File: config.mk
export PLATFORM = sky130hd
export DESIGN_NAME = turn_sequencer
export DESIGN_NICKNAME = d
export VERILOG_FILES = /design/src/rtl/turn_sequencer.sv
export SDC_FILE = /design/constraint.sdc
export NUM_CORES = 1
export LEC_CHECK = 0
export ABC_CLOCK_PERIOD_IN_PS = 3910
export BUFFER_PORTS_ARGS = -buffer_cell sky130_fd_sc_hd__buf_2
export CORE_MARGIN = 2
export CORE_UTILIZATION = 45
export DETAILED_ROUTE_END_ITERATION = 12
export PLACE_DENSITY = 0.81
export REMOVE_ABC_BUFFERS = 1
export SETUP_SLACK_MARGIN = 0.5
export SYNTH_ARGS = -nofsm -noshare
export SYNTH_HDL_FRONTEND = slang
export SYNTH_SLANG_ARGS = --single-unit
File: constraint.sdc
create_clock -name clk -period 3.91 [get_ports clk]
set_clock_uncertainty 0.05 [all_clocks]
set_input_delay 0.1955 -clock clk [delete_from_list [all_inputs] [get_ports clk]]
set_output_delay 0.1955 -clock clk [all_outputs]
set_load 0.05 [all_outputs]
File: src/rtl/turn_sequencer.sv
// rtl/turn_sequencer.sv - chess game-flow FSM: turn alternation, move-mask request, board commit, chess clock
module turn_sequencer #(
    parameter int CLK_HZ       = 65_000_000,
    parameter int TURN_SECONDS = 600,
    parameter int SEC_W        = 10
) (
    input  logic             clk,
    input  logic             rst,
    input  logic             start,
    input  logic             pick_valid,
    input  logic [5:0]       pick_sq,
    input  logic             pick_empty,
    input  logic             pick_color,
    input  logic             place_valid,
    input  logic [5:0]       place_sq,
    output logic             movegen_req,
    output logic [5:0]       movegen_sq,
    input  logic             movegen_done,
    input  logic [63:0]      possible_moves,
    output logic             bw_en,
    output logic [5:0]       bw_from,
    output logic [5:0]       bw_to,
    input  logic             bw_ack,
    output logic             side,
    output logic             begin_turn,
    output logic             sel_valid,
    output logic [63:0]      sel_moves,
    output logic [SEC_W-1:0] time_w,
    output logic [SEC_W-1:0] time_b,
    output logic             game_over,
    output logic             winner
);
    localparam int PRE_W = (CLK_HZ > 1) ? $clog2(CLK_HZ) : 1;

    typedef enum logic [2:0] {
        S_IDLE, S_WAIT_PICK, S_GEN, S_WAIT_PLACE, S_COMMIT, S_SWITCH, S_OVER
    } state_t;

    state_t           state;
    logic [PRE_W-1:0] presc;
    logic [5:0]       picked;
    logic             clock_run;
    logic             tick;
    logic [SEC_W-1:0] active_time;
    logic             flag_fall;

    assign movegen_sq  = picked;
    assign bw_from     = picked;
    assign clock_run   = (state == S_WAIT_PICK) || (state == S_GEN) ||
                         (state == S_WAIT_PLACE) || (state == S_COMMIT);
    assign tick        = clock_run && (presc == PRE_W'(CLK_HZ - 1));
    assign active_time = side ? time_b : time_w;
    // Only the 1->0 transition ends the game; a counter already at 0 just saturates.
    assign flag_fall   = tick && (active_time == SEC_W'(1));

    always_ff @(posedge clk) begin
        if (rst) begin
            state       <= S_IDLE;
            presc       <= '0;
            picked      <= '0;
            movegen_req <= 1'b0;
            bw_en       <= 1'b0;
            bw_to       <= '0;
            side        <= 1'b0;
            begin_turn  <= 1'b0;
            sel_valid   <= 1'b0;
            sel_moves   <= '0;
            time_w      <= SEC_W'(TURN_SECONDS);
            time_b      <= SEC_W'(TURN_SECONDS);
            game_over   <= 1'b0;
            winner      <= 1'b0;
        end else begin
            begin_turn <= 1'b0;
            if (start) begin
                state       <= S_WAIT_PICK;
                presc       <= '0;
                movegen_req <= 1'b0;
                bw_en       <= 1'b0;
                side        <= 1'b0;
                begin_turn  <= 1'b1;
                sel_valid   <= 1'b0;
                sel_moves   <= '0;
                time_w      <= SEC_W'(TURN_SECONDS);
                time_b      <= SEC_W'(TURN_SECONDS);
                game_over   <= 1'b0;
                winner      <= 1'b0;
            end else begin
                if (clock_run) begin
                    presc <= tick ? '0 : presc + PRE_W'(1);
                    if (tick && active_time != '0) begin
                        if (side) time_b <= time_b - SEC_W'(1);
                        else      time_w <= time_w - SEC_W'(1);
                    end
                end
                // Flag fall pre-empts every pick/place/done/ack in the same cycle.
                if (flag_fall) begin
                    state       <= S_OVER;
                    game_over   <= 1'b1;
                    winner      <= ~side;
                    movegen_req <= 1'b0;
                    bw_en       <= 1'b0;
                    sel_valid   <= 1'b0;
                    sel_moves   <= '0;
                end else begin
                    case (state)
                        S_WAIT_PICK: begin
                            if (pick_valid && !pick_empty && pick_color == side) begin
                                picked      <= pick_sq;
                                movegen_req <= 1'b1;
                                state       <= S_GEN;
                            end
                        end
                        S_GEN: begin
                            if (movegen_done) begin
                                movegen_req <= 1'b0;
                                if (possible_moves == '0) begin
                                    state <= S_WAIT_PICK;
                                end else begin
                                    sel_valid <= 1'b1;
                                    sel_moves <= possible_moves;
                                    state     <= S_WAIT_PLACE;
                                end
                            end
                        end
                        S_WAIT_PLACE: begin
                            if (place_valid) begin
                                if (place_sq == picked) begin
                                    sel_valid <= 1'b0;
                                    sel_moves <= '0;
                                    state     <= S_WAIT_PICK;
                                end else if (sel_moves[place_sq]) begin
                                    bw_to <= place_sq;
                                    bw_en <= 1'b1;
                                    state <= S_COMMIT;
                                end
                            end
                        end
                        S_COMMIT: begin
                            if (bw_ack) begin
                                bw_en <= 1'b0;
                                state <= S_SWITCH;
                            end
                        end
                        S_SWITCH: begin
                            side       <= ~side;
                            presc      <= '0;
                            sel_valid  <= 1'b0;
                            sel_moves  <= '0;
                            begin_turn <= 1'b1;
                            state      <= S_WAIT_PICK;
                        end
                        default: ;
                    endcase
                end
            end
        end
    end
endmodule

### Word-level counts from Yosys, hierarchy flattened

Cells that the tools add are included.

* order comparisons: 1
* reduce and logical (&&, ||, !) cells: 28
* equal/unequal tests: 27
* multiplexer cells: 38
* add/subtract/negate cells: 3
* bitwise gates (word level): 4

Operators with widths (count)
* $mux W64: 4
* $pmux W64 S3: 1
* $mux W26: 4
* $logic_not A64 Y1: 1
* $add A26 B1 Y26 const B: 1
* $eq A26 B26 Y1 const B: 1
* $mux W3: 7
* $sub A10 B1 Y10 const B: 2
* $reduce_and A6 Y1: 3
* $mux W1: 15
* $pmux W3 S5: 1
* $ne A4 B4 Y1 const B: 3
* $eq A10 B1 Y1 const B: 1
* $mux W10: 1
* $ne A2 B2 Y1 const B: 5
* $reduce_and A5 Y1: 2
* $reduce_bool A10 Y1: 1
* $ne A3 B3 Y1 const B: 3
* $reduce_and A3 Y1: 3
* $lt A6 B7 Y1 const B: 1
* $reduce_bool A7 Y1: 1
* $bmux W1 S6: 1
* $eq A3 B2 Y1 const B: 2
* $eq A3 B3 Y1 const B: 2
* 22 further kinds: 35

* word-level logic and storage cells: 116
* register bits after elaboration: 132

### Logic depth before layout (Yosys ltp)

* word-level depth: 9
* gate-level depth with buffers: 11
* gate-level depth less buffers: 8

### Worst setup path before layout

Ideal clock, no wire load.

* path kind: register -> register
* from: register sel_moves[55]
* to: register bw_to[0]
* library setup time: 116 ps
* setup slack: 1430 ps
* arrival time: 2315 ps
* period minus slack after synthesis: 2480 ps
* path buffers: 0
* stages on the path, launching flop included: 8
* data required time: 3744 ps
* cells stage by stage: dfxtp_1 mux2i_1 and3_1 o41ai_1 nand4_1 a2111oi_4 mux2i_1 nor2_1

* longest elaborated chain between the ends: 3

Ends and longest elaborated chain
* start, declared: RTL line 27 `output logic [63:0] sel_moves,`
* start signal, assigned: RTL line 120 `sel_moves <= possible_moves;`
* $bmux W1 S6: RTL line 131 `end else if (sel_moves[place_sq]) begin`
* $mux W1 (not written as such): RTL line 131
* $reduce_and A6 Y1 (no line)
* end signal, assigned: RTL line 132 `bw_to <= place_sq;`
* end, declared: RTL line 22 `output logic [5:0] bw_to,`

No other way between the ends. The select of a mux whose other input is x is not followed.
A chain may end at the register's enable or synchronous reset.

### Worst setup path after layout

* from: input port possible_moves[21]
* to: register sel_moves[15]

* longest elaborated chain between the ends: 3

Ends and longest elaborated chain
* start, declared: RTL line 19 `input logic [63:0] possible_moves,`
* $logic_not A64 Y1: RTL line 116 `if (possible_moves == '0) begin`
* $ne A2 B2 Y1 (no line)
* $reduce_and A5 Y1 (no line)

No other way between the ends.

==> results_dict.tcl <==
set metrics [dict create \
    outcome "finished, final reports clean" \
    synth_warnings 0 \
    syn_area_mm2 0.00648 \
    cap_violations 0 \
    async_flop_share 0 \
    die_height_um 124 \
    setup_violations 0 \
    crit_path_end_kind "register" \
    critPathBufInv 3 \
    ioPinCount 194 \
    drc 0 \
    viasPerCell 5.75 \
    cts_tree "done" \
    initial_utilization 0.464 \
    power_density_mw_per_mm2 407 \
    path_max_fanout 65 \
    die_w_um 124 \
    core_mm2 0.0140 \
    place.gp.congestion 0.879 \
    antenna_cells 0 \
    hold_viol_final 0 \
    cts.path.max_buffers 2 \
    cts.clk_slew.worst_paths_ns 0.06 \
    regArea_mm2 0.00264 \
    via_count 6680 \
    die_area_mm2 0.0154 \
    period_share 0.779 \
    report.final.slew_viol_count 0 \
    max-vdd-ir-drop_mv 0.306 \
    htree_levels 4 \
    worstPathArrival_ns 3.33 \
    synth-main-ff-cell "dfxtp_1" \
    antenna_found_initial 0 \
    fin_crit_ns 3.05 \
    cts.sinks 132 \
    finalSetupTns_ns 0 \
    multi_input_area_mm2 0.00348 \
    stdcell_count 1162 \
    synth.top_cell.area_share 0.407 \
    avgSynthCellArea_um2 8.67 \
    cp.required_ns 4.19 \
    path_class "input pin to register" \
    crit_chain "dlygate4sd3_1 -> buf_2 -> nor4_1 -> nand4_1 -> nor4_2 -> a221o_2 -> buf_4 -> nand2_1 -> a21oi_1" \
    first_iter_violations 558 \
    min_path_type "input pin to register" \
    synth.most_common_cell "dfxtp_1" \
    final_util 0.621 \
    yosysSeqAreaShare 0.407 \
    synth_top_area_cell "dfxtp_1" \
    drtAntennaViolNets 0 \
    portBuffers 193 \
    hpwl_um 13200 \
    gr-total-overflow 0 \
    rsz0062_at_grt "no" \
    area_growth_pct 34.0 \
    synth.area.top_cells "dfxtp_1, nand3_1, nand2_1" \
    gr-usage-all-layers 0.272 \
    clk_latency_ns 0.42 \
    holdWs_ns 0.0175 \
    synth_cells 748 \
    num_rows 43 \
    power.leakage_nw 3.55 \
    post_drt_wl_per_cell_um 17.7 \
    cts-root-buf "clkbuf_16" \
    cp-start-kind "input pin" \
    fillers 1157 \
    fmax_ghz 0.328 \
    crit_family "simple AND/OR/NAND/NOR gates" \
    dr.pass1.iters 6 \
    cp_slowest_cell "buf_4" \
    grt_pass1_vias 6632 \
    power_w 0.00354 \
    synth_edf_count 0 \
    layout.nets 1059 \
    post-cts-setup-buffers 0 \
    grt_pass1_wl_um 32700 \
    cts_buffers 17 \
    ys_ff_latch 132 \
    synth_common_cells "dfxtp_1, nand2_1, nand3_1" \
    dp_cells 1072 \
    grt_max_degree 66 \
    maxSlewHeadroom 0.361 \
    tightest_slew_ns 0.956 \
    routed_wl_um 20600 \
    synth_cell_type_count 66 \
    drive_above_1_share 0.262 \
    critPathMaxStageDelay_ns 0.55 \
]
per-stage QoR:
stage | setup slack [ns] | instance area [um2]
final | 0.864 | 8690
after global routing | 0.617 | 8690
after CTS | 0.767 | 8680
after detailed placement | 0.908 | 7420
after global placement | 1.03 | 7420
after floorplan | -0.628 | 6140
worst reg2reg max path, stage by stage, from the launching register on:
cell and delay (ns):
dfxtp_1 0.71, nor3_2 0.18, nor4b_2 0.51, and3_2 0.33, nand3_1 0.13, nand2_2 0.44
buf_12 0.29, a21oi_1 0.12
worst paths after layout:
check             cells after the start       endpoint          startpoint  slack [ns]
setup / recovery                      9  sel_moves[15]  possible_moves[21]        0.86
hold / removal                        3  sel_moves[41]  possible_moves[41]        0.02
setup reg to reg                      7  sel_moves[26]            state[0]        1.03
hold reg to reg                       2      time_w[9]           time_w[9]        0.42
final cells by class:
class | instances | share of cell area
repair buffers | 258 | 0.185
inverters | 13 | 0.00561
clock buffers | 25 | 0.0593
flip-flops and latches | 132 | 0.304
clock inverters | 7 | 0.0190
well taps | 180 | 0.0259
multi-input cells | 547 | 0.401
layout by cell type, fill, tap and decap left out, types with 6 or more instances in the layout:
cell and instances:
dlygate4sd3_1 58, mux2i_1 21, and3_1 14, and2_1 7, clkbuf_8 6, inv_1 13
nor4_1 24, xnor2_1 17, o21ai_0 7, buf_4 6, clkbuf_16 17, nand3_1 83
a21oi_1 68, nand4_1 12, nand2_1 97, xor2_1 30, nor2_1 73, buf_2 193
mux4_1 9, dfxtp_1 132
sequential cells by signal, indices dropped and copies added, names as in the netlist:
signal       count
bw_en            1
bw_to            6
state            3
winner           1
sel_moves       64
begin_turn       1
time_b          10
presc           26
bw_from          6
time_w          10
side             1
sel_valid        1
movegen_req      1
game_over        1
per-layer routing:
layer,GRT usage,share of wire
met1,0.317,0.39
met4,0.131,0.042
met5,0,0
met2,0.461,0.49
met3,0.0769,0.085
logic make-up after synthesis:
| family | share of synthesized area |
|---|---|
| AND/OR/NAND/NOR | 0.268 |
| flip-flops | 0.407 |
| AO/OA/AOI/OAI | 0.101 |
| buffers and inverters | 0.0606 |
| XOR/XNOR | 0.0635 |
| multiplexers | 0.0897 |
| adder cells (fa/ha/maj) | 0.00965 |
report_power, final:
group / internal, W / switching (W)
sequential: 0.00136 / 0.0000174
clock: 0.00124 / 0.000595
combinational: 0.000132 / 0.000200
total: 0.00273 / 0.000812
what timing repair did:
| item | CTS | global route |
|---|---|---|
| gates resized for setup | 0 | 1 |
| hold buffers | 58 | 0 |
| setup endpoints to repair | 0 | 53 |
| endpoints found under the hold margin | 58 | 0 |
(Power assumes the default switching activity.)
